File: config.mk
export PLATFORM = sky130hd
export DESIGN_NAME = fetch_unit
export DESIGN_NICKNAME = d
export VERILOG_FILES = /design/src/rtl/fetch_pkg.sv /design/src/rtl/pc_register.sv /design/src/rtl/fetch_unit.sv
export SDC_FILE = /design/constraint.sdc
export NUM_CORES = 1
export LEC_CHECK = 0
export CAP_MARGIN = 5
export CORE_MARGIN = 2
export CORE_UTILIZATION = 57
export CTS_BUF_LIST = sky130_fd_sc_hd__clkbuf_16
export DETAILED_ROUTE_END_ITERATION = 12
export GPL_TIMING_DRIVEN = 0
export PLACE_DENSITY = 0.86
export RECOVER_POWER = 25
export SYNTH_ARGS = -nofsm -noshare
export SYNTH_HDL_FRONTEND = slang
export SYNTH_HIERARCHICAL = 1
export SYNTH_SLANG_ARGS = --single-unit
File: constraint.sdc
create_clock -name clk -period 7.8 [get_ports clk]
set_input_delay 2.34 -clock clk [delete_from_list [all_inputs] [get_ports clk]]
set_output_delay 2.34 -clock clk [all_outputs]
set_load 0.02 [all_outputs]
File: src/rtl/fetch_pkg.sv
// Shared types and constants for the instruction fetch stage.
package fetch_pkg;

  typedef enum logic [1:0] {
    StFetch = 2'd0,
    StHold  = 2'd1,
    StDrop  = 2'd2
  } fetch_state_e;

  localparam logic [31:0] NOP_DEFAULT = 32'h0000_0013;

endpackage

File: src/rtl/pc_register.sv
// Fetch program counter with load enable and synchronous reset.
module pc_register #(
  parameter int unsigned      WIDTH    = 32,
  parameter logic [WIDTH-1:0] RESET_PC = '0
) (
  input  logic             clk,
  input  logic             rst,
  input  logic             en,
  input  logic [WIDTH-1:0] d,
  output logic [WIDTH-1:0] q
);

  always_ff @(posedge clk) begin
    if (rst) begin
      q <= RESET_PC;
    end else if (en) begin
      q <= d;
    end
  end

endmodule

File: src/rtl/fetch_unit.sv
// Fetch stage: issues one outstanding imem request at a time, buffers a returned instruction
// while decode is stalled and squashes the stale request that is in flight across a redirect.
module fetch_unit
  import fetch_pkg::*;
#(
  parameter int unsigned      WIDTH     = 32,
  parameter logic [WIDTH-1:0] RESET_PC  = '0,
  parameter logic [WIDTH-1:0] NOP_INSTR = WIDTH'(NOP_DEFAULT)
) (
  input  logic             clk,
  input  logic             rst,
  input  logic             PCSrcE,
  input  logic [WIDTH-1:0] PCTargetE,
  input  logic             FlushD,
  input  logic             StallD,
  output logic             imem_req,
  output logic [WIDTH-1:0] imem_addr,
  input  logic [WIDTH-1:0] imem_rdata,
  input  logic             imem_ack,
  output logic [WIDTH-1:0] InstrD,
  output logic [WIDTH-1:0] PCD,
  output logic [WIDTH-1:0] PCPlus4D,
  output logic             ValidD,
  output logic             FetchBusy
);

  localparam logic [WIDTH-1:0] Four = WIDTH'(4);

  fetch_state_e     state_q, state_d;
  logic [WIDTH-1:0] pcf;
  logic             pc_en;
  logic [WIDTH-1:0] pc_next;

  logic             d_load, d_bubble;
  logic [WIDTH-1:0] load_instr, load_pc;
  logic             buf_load, drop_load;

  logic [WIDTH-1:0] buf_instr_q, buf_pc_q, drop_addr_q;
  logic [WIDTH-1:0] instr_q, pcd_q, pcp4_q;
  logic             valid_q;

  pc_register #(
    .WIDTH    (WIDTH),
    .RESET_PC (RESET_PC)
  ) u_pc_register (
    .clk (clk),
    .rst (rst),
    .en  (pc_en),
    .d   (pc_next),
    .q   (pcf)
  );

  always_ff @(posedge clk) begin
    if (rst) begin
      state_q <= StFetch;
    end else begin
      state_q <= state_d;
    end
  end

  always_comb begin
    state_d    = state_q;
    pc_en      = 1'b0;
    pc_next    = pcf + Four;
    d_load     = 1'b0;
    d_bubble   = 1'b0;
    load_instr = imem_rdata;
    load_pc    = pcf;
    buf_load   = 1'b0;
    drop_load  = 1'b0;

    if (PCSrcE) begin
      pc_en    = 1'b1;
      pc_next  = PCTargetE;
      d_bubble = 1'b1;
      case (state_q)
        StFetch: begin
          if (!imem_ack) begin
            state_d   = StDrop;
            drop_load = 1'b1;
          end
        end
        StHold:  state_d = StFetch;
        StDrop:  if (imem_ack) state_d = StFetch;
        default: state_d = StFetch;
      endcase
    end else if (FlushD) begin
      // A returned instruction is dropped and PCF stays put, so it is refetched.
      d_bubble = 1'b1;
      case (state_q)
        StFetch: state_d = StFetch;
        StHold:  state_d = StFetch;
        StDrop:  if (imem_ack) state_d = StFetch;
        default: state_d = StFetch;
      endcase
    end else begin
      case (state_q)
        StFetch: begin
          if (imem_ack) begin
            pc_en = 1'b1;
            if (StallD) begin
              buf_load = 1'b1;
              state_d  = StHold;
            end else begin
              d_load = 1'b1;
            end
          end else if (!StallD) begin
            d_bubble = 1'b1;
          end
        end
        StHold: begin
          if (!StallD) begin
            d_load     = 1'b1;
            load_instr = buf_instr_q;
            load_pc    = buf_pc_q;
            state_d    = StFetch;
          end
        end
        StDrop: begin
          if (imem_ack) state_d = StFetch;
          if (!StallD) d_bubble = 1'b1;
        end
        default: state_d = StFetch;
      endcase
    end
  end

  always_comb begin
    imem_req  = !rst && (state_q != StHold);
    imem_addr = (state_q == StDrop) ? drop_addr_q : pcf;
    FetchBusy = (state_q == StDrop) || ((state_q == StFetch) && !imem_ack);
  end

  always_ff @(posedge clk) begin
    if (rst) begin
      instr_q     <= NOP_INSTR;
      pcd_q       <= '0;
      pcp4_q      <= '0;
      valid_q     <= 1'b0;
      buf_instr_q <= '0;
      buf_pc_q    <= '0;
      drop_addr_q <= '0;
    end else begin
      if (d_bubble) begin
        instr_q <= NOP_INSTR;
        valid_q <= 1'b0;
      end else if (d_load) begin
        instr_q <= load_instr;
        pcd_q   <= load_pc;
        pcp4_q  <= load_pc + Four;
        valid_q <= 1'b1;
      end
      if (buf_load) begin
        buf_instr_q <= imem_rdata;
        buf_pc_q    <= pcf;
      end
      if (drop_load) begin
        drop_addr_q <= pcf;
      end
    end
  end

  assign InstrD   = instr_q;
  assign PCD      = pcd_q;
  assign PCPlus4D = pcp4_q;
  assign ValidD   = valid_q;

endmodule

==> results summary, run 1 <==
The flow ran to the end, and the final reports show no timing, DRC or antenna violations. The flop and latch count out of synthesis came out at about 230. The post-route clock skew came out at 0.00723 ns. The synthesis-to-layout area growth is 27.8%. The share of synthesized cell area in and, or, nand and nor gates is between 20 and 25%. The power density of the placed cells is about 190 nW/µm².

By area the synthesized netlist is led by dfxtp_1, nand2_1, a21oi_1. The startpoint kind of the worst setup timing path is an input pin. The transition time at the pin with the least slew margin came out at between 1 and 1.5 ns. The nature of the critical path endpoint is an output port.

The cell count after synthesis came out at 1,382. The count of pins on the block boundary came out at around 200. For this run, the number of Yosys warnings is 6. The first global-routing pass estimated 55,800 µm of wire. The number of enable-type register cells in the synthesized netlist came out at 0. Yosys instantiated no cell more often than nand2_1. The fraction of final layout cells sized beyond drive strength 1 came out at 6.58%. The number of standard-cell rows in the floorplan came out at 50. The count of routing violations after the opening detailed-route iteration is approximately 1.2k. The initial antenna violation count is 0.

Setup repair after global routing left no endpoint under its margin. At the end of routability-driven placement, the weighted congestion stood at between 1 and 1.5. The antenna diode count is 0. CTS saw ~230 sinks. The worst ir drop on vdd is roughly 0.00015 V.

The overall overflow remaining after global route came out at 0. The core area came out at between 15,000 and 20,000 µm². The post-CTS setup repair buffer count came out at 0.

For this run, the leading register cell type out of synthesis is dfxtp_1. Summing over every cut layer, the via total after detailed routing is 11.4k. The relative max-transition margin came out at about a fifth. For this design, the slowest cell found on the critical path is dlygate4sd3_1. The average footprint of a synthesized cell came out at 7.89 µm². The width of the chip is 142 µm. In the synthesized netlist, the cells that appear most often are nand2_1, dfxtp_1, a21oi_1. The compound-cell area share of the yosys netlist came out at 17.4%. The worst hold margin came out at about 0.45 ns. The cell that appears most often on the critical path is clkbuf_1. After synthesis, the largest family of logic cells by area is simple AND/OR/NAND/NOR gates. The signal on the critical path passes through dlygate4sd3_1, clkbuf_1, clkbuf_1, buf_1, a21oi_1, clkdlybuf4s50_1. The via count of the first global-routing pass was approximately 11k.

The achievable clock frequency is around 130 MHz. The number of buffers inserted during clock tree synthesis is 24. The number of hold violations in the final report is 0.

Fill cells in the final layout number roughly 1.5k. The worst path needs between 7 and 8 ns of the cycle, external delays included. The number of pins with negative max-slew slack in the final report came out at 0.

The total detailed-routing wirelength is approximately 36,000 µm. In the routed design, unresolved DRC markers number 0. The die area came out at between 20,000 and 25,000 µm². The number of buffer cells added on primary ports came out at 199. Summed over all nets, the half-perimeter wirelength after detailed placement is between 20,000 and 30,000 µm. In the synthesized netlist the async set-or-reset flop fraction comes to 0%. The pin count of the biggest net entering global routing came out at 14.

The biggest area contributor in the post-synthesis netlist is dfxtp_1. By startpoint and endpoint, the worst setup path is classified as in2out. The sequential cell area fraction in the yosys report is roughly two fifths. Summed over all failing endpoints, the final setup total negative slack is 0 ns. The peak fanout along the critical path is 10. The H-tree level count came out at 1.

The post-route antenna net violation count came out at 0. The count of cell types in the netlist came out at 66. After the last flow step, the layout net total stands at between 1.5k and 2k. The tree is rooted in a clkbuf_16. The classification of the worst-slack hold path is reg2reg. The count of hold-fix buffers inserted at cts is 0.

The top cell type by area accounts for between 40% and 50% of the synthesized area. The data required time at the worst endpoint is 5.46 ns. The number of cells upsized or downsized after cts came out at 0. The arrival time reported for the critical path endpoint is 5.16 ns. The detailed-route vias per instance is 6.11. The portion of netlist area occupied by mux cells came out at 8.73%.

In this design, the stage delay of the slowest critical-path cell is approximately 0.74 ns. The post-detailed-route wirelength per cell came out at 19.5 µm. The number of nets in the synthesized netlist is 1,454. The mapped netlist covers between 10,000 and 15,000 µm². Setup violations remaining at the end of the flow were counted as 0. The synthesized-area fraction occupied by adder cells came out at less than 1%. The family with the most delay on the worst path is buffers and inverters. The number of buffer and inverter stages on the critical path is 5. The global-route usage over all layers is between 30% and 40%. The count of TritonRoute iterations in the first routing pass is 6. The post-route clock period utilization is a little over nine tenths. The y dimension of the die came out at around 140 µm.

The leakage power summed over all cells came out at ~5.1 nW. The starting density of the core came out at roughly three fifths. The clock latency on the worst-skew pair is 0.53 ns.

The xor and xnor area share after synthesis came out at roughly 2.5%. The maximum clock path buffer count came out at 3. The clock tree from TritonCTS is done.

After clock tree synthesis, the clock-pin slew on the worst setup and hold paths is around 0.060 ns. The number of max-cap violations is 0.
[cell type report]
| cell class | instances | area (µm²) | share of cell area [%] |
|---|---|---|---|
| flip-flops and latches | 225 | 4500 | 32.3 |
| repair buffers | 200 | 2000 | 14.4 |
| clock buffers | 25 | 626 | 4.49 |
| well taps | 234 | 293 | 2.10 |
| multi-input cells | 1022 | 5780 | 41.5 |
| plain buffers | 123 | 569 | 4.09 |
| inverters | 12 | 45.0 | 0.323 |
| clock inverters | 19 | 111 | 0.799 |
[through the flow]
stage | cell area, µm² | instances | worst slack (ns) | power [mW] | util, %
5_1_grt | 13900 | 1860 | 0.343 | 2.67 | 74.3
6_report | 13900 | 1860 | 0.302 | 2.60 | 74.3
3_5_place_dp | 13200 | 1816 | 0.520 | 1.53 | 70.3
3_3_place_gp | 13200 | 1815 | 0.448 | 1.53 | 70.3
2_1_floorplan | 10900 | 1382 | 2.18 | 1.39 | -
4_1_cts | 13900 | 1860 | 0.496 | 2.59 | 74.3
[cell families (layout without fill, tap and decap cells)]
family                   Yosys count  after routing
adder cells (fa/ha/maj)            2              2
flip-flops                       225            225
buffers and inverters            135            379
XOR/XNOR                          31             31
AND/OR/NAND/NOR                  607            607
AO/OA/AOI/OAI                    292            292
multiplexers                      90             90
[worst paths after layout]
kind | end | slack, ns | cells after the start | startpoint
setup / recovery | imem_req | 0.30 | 6 | rst
hold / removal | PCD[25] | 0.45 | 2 | PCD[25]
setup reg to reg | PCPlus4D[20] | 4.02 | 13 | state_q[0]
hold reg to reg | PCD[25] | 0.45 | 2 | PCD[25]
[cell usage in the layout (no fill, tap or decap), drive strengths merged, types with 5 or more instances in the layout]
master         instances
nor3                  19
mux2i                 49
nand3                 40
dlygate4sd3           89
nand2                359
mux2                  41
buf                   23
dfxtp                225
a31oi                  5
clkinv                15
xor2                   8
nor2                 113
clkdlybuf4s50        110
o211ai                22
nand4                 16
nor4                  13
a211o                  6
xnor2                 23
o21ai                 36
clkbuf               126
and4                   6
a21oi                124
and3                  10
or3                    7
a311oi                41
a211oi                20
inv                   14
[where the power goes]
part | switching [mW] | internal [mW] | leakage (nW)
combinational | 0.185 | 0.130 | 2.88
clock | 0.471 | 0.611 | 0.379
sequential | 0.0238 | 1.18 | 1.82
total | 0.680 | 1.92 | 5.08
[tightest hold or removal path: cells and delay by family (launching register included)]
kind	cells	cell delay, ns
DFF	1	0.31
and+or+nand+nor	1	0.05
AOI/OAI and AO/OA	1	0.05
[metal layers]
metal | global-route usage [%] | vias to the layer above | part of all wire (%) | wire length [µm]
met5 | 0 | - | 0 | 0
met2 | 57.1 | 663 | 46 | 16600
met1 | 46.0 | 5334 | 40 | 14500
met3 | 5.52 | 86 | 11 | 4020
li1 | - | 5278 | - | -
met4 | 13.1 | 0 | 3.2 | 1170
[registers in the layout (all words and copies together), names as in the netlist]
register,count
drop_addr_q,32
PCPlus4D,30
PCD,32
state_q,2
InstrD,32
buf_pc_q,32
buf_instr_q,32
ValidD,1
u_pc_register/q,32
No activity file was read; power rests on OpenSTA's default activity.
==> run 2, diff against run 1 <==
- CTS_CLUSTER_DIAMETER: unset -> 30
==> results summary, run 2 (synthesis gave the netlist of run 1 again) <==
The maximum clock path buffer count came out at 3. The data required time at the worst endpoint came out at between 5 and 6 ns. The post-detailed-route wirelength per cell came out at approximately 20 µm.

The library cell used most frequently in the layout, excluding fill and tap cells, is nand2_1. The overall overflow remaining after global route is 0. The number of buffer cells added on primary ports came out at 199.

The setup TNS is 0 ns. Of all nets on the critical path, the largest fanout is 10. The detailed-route vias per instance came out at 6.22. The routed layout has between 10k and 15k vias. The H-tree was split into 2 levels.

OpenSTA, run right after detailed placement, puts the worst setup slack at about 0.52 ns. The count of pins on the block boundary is about 200. The number of pins with negative max-slew slack in the final report is 0.

Measured along the y axis, the die boundary spans between 100 and 150 µm. The number of cells after detailed placement is between 1.5k and 2k. The total of endpoints with negative setup slack in the final report is 0. The clock latency on the worst-skew pair came out at roughly 0.52 ns. By startpoint and endpoint, the worst setup path is classified as in2out. The width of the chip is about 140 µm. The HPWL after detailed placement is 26,900 µm. The design draws 3.33 mW. Setup repair after global routing left no endpoint under its margin.

The fraction of final layout cells sized beyond drive strength 1 came out at about 8.5%. The number of cells upsized or downsized after cts is 0. The total detailed-routing wirelength came out at between 30,000 and 40,000 µm. The antenna diode count came out at 0.

The leakage power summed over all cells came out at 5.38 nW. The first routing iteration left around 1.2k violations. The post-route clock period utilization is approximately 96%.

Before antenna repair, the detailed router went through 6 iterations. Routability-driven placement finished with a final weighted congestion of 1.02. The classification of the worst-slack hold path is reg2reg. The number of buffers inserted during clock tree synthesis is 45. Across the VDD grid, the largest voltage drop is roughly 0.00019 V. The number of standard-cell rows in the floorplan came out at 50. The finished cells cover 14,600 µm². For the finished layout, the period the worst path requires is roughly 7.5 ns. The post-CTS setup repair buffer count is 0. The synthesis-to-layout area growth is 34.1%.

The achievable clock frequency came out at about 130 MHz. In the routed design, unresolved DRC markers number 0. The number of hold violations in the final report is 0. The power density of the placed cells came out at 227 nW/µm². The starting density of the core is roughly three fifths. The post-route clock skew is 0.0154 ns. The global-route wire length before repair is 58,800 µm. The pin count of the biggest net entering global routing came out at 11. CTS placed an instance of clkbuf_16 at the clock tree root.

In the layout the commonest cells are nand2_1, dfxtp_1, a21oi_1, nor2_1, clkdlybuf4s50_1. Hold repair after CTS inserted 0 buffers. The die area came out at 20,300 µm². The final net count came out at about 1.7k. The initial antenna violation count came to 0. The transition time at the pin with the least slew margin came out at about 1.1 ns.

The number of max-cap violations is 0. The register clock-pin slew on the reported worst setup and hold paths is about 0.05 ns. The detail route stage leaves a number of antenna-violating nets equal to 0.

The area of placed instances came out at 13,200 µm². The core area is ~19,000 µm². The worst setup path is captured at an output port. The final worst-path setup slack is around 0.33 ns. The number of cells in the finished layout apart from fillers came out at between 1.5k and 2k. The via count of the first global-routing pass is ~11k.

For this run, the total global-route usage over all layers was measured as between 30% and 40%. The total of fill cells in the finished design came out at 1,362. The clock tree from TritonCTS is done. The relative max-transition margin is 25.5%. The clock sink count is about 230. The startpoint kind of the worst setup timing path is an input pin. The flow ran to the end, and the final reports show no timing, DRC or antenna violations. The arrival time reported for the critical path endpoint came out at roughly 5.1 ns.
-- run 2: cell types whose count changed in the layout (fill, tap and decap cells not counted), sizes merged --
cell,previous run,this run
clkinvlp,1,10
inv,14,16
bufinv,1,4
clkinv,15,17
clkbuf,126,146
-- run 2: through the flow --
stage / hold slack, ns / util (%)
finish: 0.449 / 77.9
global route: 0.472 / 77.9
CTS: 0.452 / 77.9
detailed placement: 0.446 / 70.3
global placement: 0.438 / 70.3
floorplan: 0.433 / -
-- run 2: worst paths after layout --
check | start | cells after the start | endpoint | slack [ns]
max | rst | 6 | imem_req | 0.33
min | PCD[23] | 2 | PCD[23] | 0.45
max reg2reg | state_q[0] | 15 | PCPlus4D[18] | 3.98
min reg2reg | PCD[23] | 2 | PCD[23] | 0.45
-- run 2: final cells by class --
class	count	area, µm²	area share, %
clock inverter	35	298	2.04
buffer	123	569	3.89
tap	234	293	2.00
multi-input combinational	1022	5780	39.6
clock buffer	45	1130	7.70
timing repair buffer	200	2000	13.7
inverter	12	45.0	0.308
sequential	225	4500	30.8
-- run 2: power breakdown --
part           internal, mW  total (mW)  switching [mW]
logic                 0.130       0.319           0.189
clock network          1.18        1.80           0.627
registers              1.18        1.20          0.0240
total                  2.49        3.33           0.840
-- run 2: critical path, cell delays in order --
cell,delay [ns]
dlygate4sd3_1,0.72
clkbuf_1,0.33
clkbuf_1,0.54
buf_1,0.48
a21oi_1,0.12
clkdlybuf4s50_1,0.58
-- run 2: per-layer routing --
layer | share of wire, % | up-vias | global-route usage, %
li1 | - | 5343 | -
met1 | 38 | 5500 | 46.4
met2 | 46 | 801 | 60.0
met3 | 11 | 144 | 7.10
met4 | 4.7 | 0 | 18.2
met5 | 0 | - | 0
==> run 3, diff against run 2 <==
- CORE_UTILIZATION: 57 -> 59
- CTS_BUF_LIST: sky130_fd_sc_hd__clkbuf_16 -> sky130_fd_sc_hd__clkbuf_4
- PLACE_DENSITY: 0.86 -> 0.89
==> results summary, run 3 (synthesis gave the netlist of run 1 again) <==
The final core area utilization is ~77%. The post-route clock period utilization is 97.4%. The startpoint identified for the worst register-to-register timing path is state_q[0].

The family with the most delay on the worst path is buffers and inverters. The number of cells in the finished layout apart from fillers is 1,911. In this run the count of I/O pins placed on the die edge is about 200. The worst ir drop on vdd came out at 0.000142 V. The width of the chip is 140 µm. The number of cells upsized or downsized after cts came out at 0.

The startpoint kind of the worst setup timing path is an input pin. For this run, global-route usage on met1 was measured as a little under half. TritonCTS built the clock tree.

The placer's final routability congestion estimate came out at just over 1. The count of TritonRoute iterations in the first routing pass came out at 5. The library cell used most frequently in the layout, excluding fill and tap cells, is nand2_1. The transition time at the pin with the least slew margin is 1.32 ns. The total of endpoints with negative setup slack in the final report is 0. The leakage power summed over all cells is 5.06 nW. The post-detailed-route wirelength per cell came out at approximately 19 µm.

The post-layout minimum cycle time is ~7.6 ns. The power after layout came out at approximately 2.6 mW. The starting density of the core came out at between 60% and 70%. The worst hold margin came out at ~0.45 ns. The number of buffer and inverter stages on the critical path is 5. The run finished with clean final reports. The slowest stage of the critical path belongs to the cell dlygate4sd3_1. The setup TNS came out at 0 ns. The number of hold violations in the final report came out at 0. The data required time at the worst endpoint is between 5 and 6 ns. The global-route usage over all layers came out at 35.9%. The maximum single-stage delay on the critical path is around 0.76 ns. Of the cells placed in the final design, the portion with a size suffix greater than 1 is 9.39%. Fill cells in the final layout number ~1.3k. The initial antenna violation count is 0. The power density of the placed cells came out at 186 nW/µm². Traced cell by cell, the critical path runs through dlygate4sd3_1, clkbuf_1, clkbuf_1, buf_1, a21oi_1, clkdlybuf4s50_1. The count of routing violations after the opening detailed-route iteration is between 1k and 1.5k. Detailed routing inserted a total of approximately 12k vias. The critical path in this run is classified as in2out. The clock passes through at most 3 buffers. The number of cells after detailed placement is 1,810.

The tool flagged a number of max-cap violations equal to 0. The detailed-route vias per instance is just over 6. The count of hold-fix buffers inserted at cts is 0. The number of cells traversed by the worst hold path came out at 2.

The clock latency on the worst-skew pair is 0.72 ns. Global routing consumed, on the met2 layer, a little under three fifths of the routing resources. In the layout the commonest cells are nand2_1, dfxtp_1, clkdlybuf4s50_1, a21oi_1, nor2_1. The global-route wire length before repair is approximately 57,000 µm. After detailed routing, the number of remaining DRC violations is 0.

The total half-perimeter wirelength after legalization and detailed placement came out at 26,800 µm. By instance count, the cell type seen most on the critical path is clkbuf_1. The H-tree level count is 2. The global routing stage identified its most utilized layer as met2. The final net count came out at about 1.7k. Clock-pin slew was measured on the worst setup and hold paths at 0.06 ns. The number of standard-cell rows in the floorplan came out at a little under 50. The endpoint identified for the worst register-to-register timing path is PCPlus4D[20]. The post-route clock skew is ~0.017 ns. The synthesis-to-layout area growth is 27.8%. Entering global routing, the biggest net connects 16 pins. The number of buffer cells added on primary ports came out at about 200.

For this block, the routed nets add up to about 37,000 µm of wire. The origin of the worst min-delay path is PCPlus4D[6]. The path class of the tightest hold or removal check is reg2reg. The master cell of the clock root buffer is clkbuf_4. The peak fanout along the critical path is 10.

The arrival time reported for the critical path endpoint came out at 5.26 ns. The post-CTS setup repair buffer count came out at 0. The overall overflow remaining after global route came out at 0. The core area is approximately 18,000 µm². The met3 track demand over resource in global routing came out at 7.73%. Counting cells, the worst reg-to-reg path comes to 13. The via count of the first global-routing pass came out at between 10k and 15k.

The count of nets left with antenna violations once routing finished came out at 0. The worst hold path terminates at PCPlus4D[6]. The antenna diode count is 0. The relative max-transition margin came out at ~11%. The number of pins with negative max-slew slack in the final report is 0.

Setup repair after global routing left no endpoint under its margin. The y dimension of the die came out at 140 µm. The number of buffers inserted during clock tree synthesis came out at between 50 and 60.

The die area came out at 19,600 µm². The clock sink count is approximately 230. The nature of the critical path endpoint is an output port.

The register-to-register setup slack came out at ~3.8 ns. Timing would allow up to about 130 MHz.
-- run 3: cell types whose count changed in the layout (fill, tap and decap cells not counted), moves of 3 or more --
cell | previous run | this run
clkinv_1 | 8 | 13
clkbuf_16 | 45 | 0
clkinvlp_4 | 10 | 0
clkdlybuf4s50_1 | 110 | 133
clkinv_2 | 7 | 3
buf_6 | 5 | 2
dlygate4sd3_1 | 89 | 66
inv_1 | 15 | 11
clkbuf_4 | 0 | 82
-- run 3: per-layer routing --
| metal | up-vias | share of wire, % |
|---|---|---|
| met5 | - | 0 |
| met4 | 0 | 4.7 |
| met3 | 131 | 12 |
| met2 | 800 | 44 |
| met1 | 5366 | 39 |
| li1 | 5376 | - |
-- run 3: area by class of cell --
cell class	instances	area (µm²)	share of cell area, %
clock buffers	82	616	4.42
multi-input cells	1022	5780	41.5
clock inverters	19	154	1.10
well taps	229	287	2.06
repair buffers	199	1990	14.3
flip-flops and latches	225	4500	32.3
inverters	12	45.0	0.323
plain buffers	123	554	3.98
-- run 3: per-stage QoR --
step                      worst slack (ns)  cell area [µm²]
after floorplan                       2.18            10900
after global placement               0.444            13200
after detailed placement             0.436            13200
after CTS                            0.425            14000
after global routing                 0.216            13900
final                                0.199            13900
-- run 3: worst register-to-register path, stage by stage, from the launching register on --
cell and delay [ns]:
dfxtp_1 0.32, buf_4 0.16, nor4b_1 0.44, nand2_1 0.28, buf_2 0.28, clkbuf_1 0.39
mux2i_1 0.41, inv_1 0.11, ha_1 0.34, inv_1 0.25, nor2_1 0.08, a32o_1 0.30
and4_1 0.24, a311o_1 0.26
-- run 3: power breakdown --
group,switching (mW),internal [mW],total [mW]
clock,0.500,0.581,1.08
combinational,0.184,0.129,0.313
sequential,0.0239,1.18,1.20
total,0.709,1.89,2.59
-- run 3: how the worst max path moves through the flow --
stage,start,end,slack [ns],depth (start not counted)
2_1_floorplan,rst,imem_req,2.18,4
3_3_place_gp,rst,imem_req,0.44,6
3_5_place_dp,rst,imem_req,0.44,6
4_1_cts,rst,imem_req,0.43,6
5_1_grt,rst,imem_req,0.22,6
6_report,rst,imem_req,0.20,6
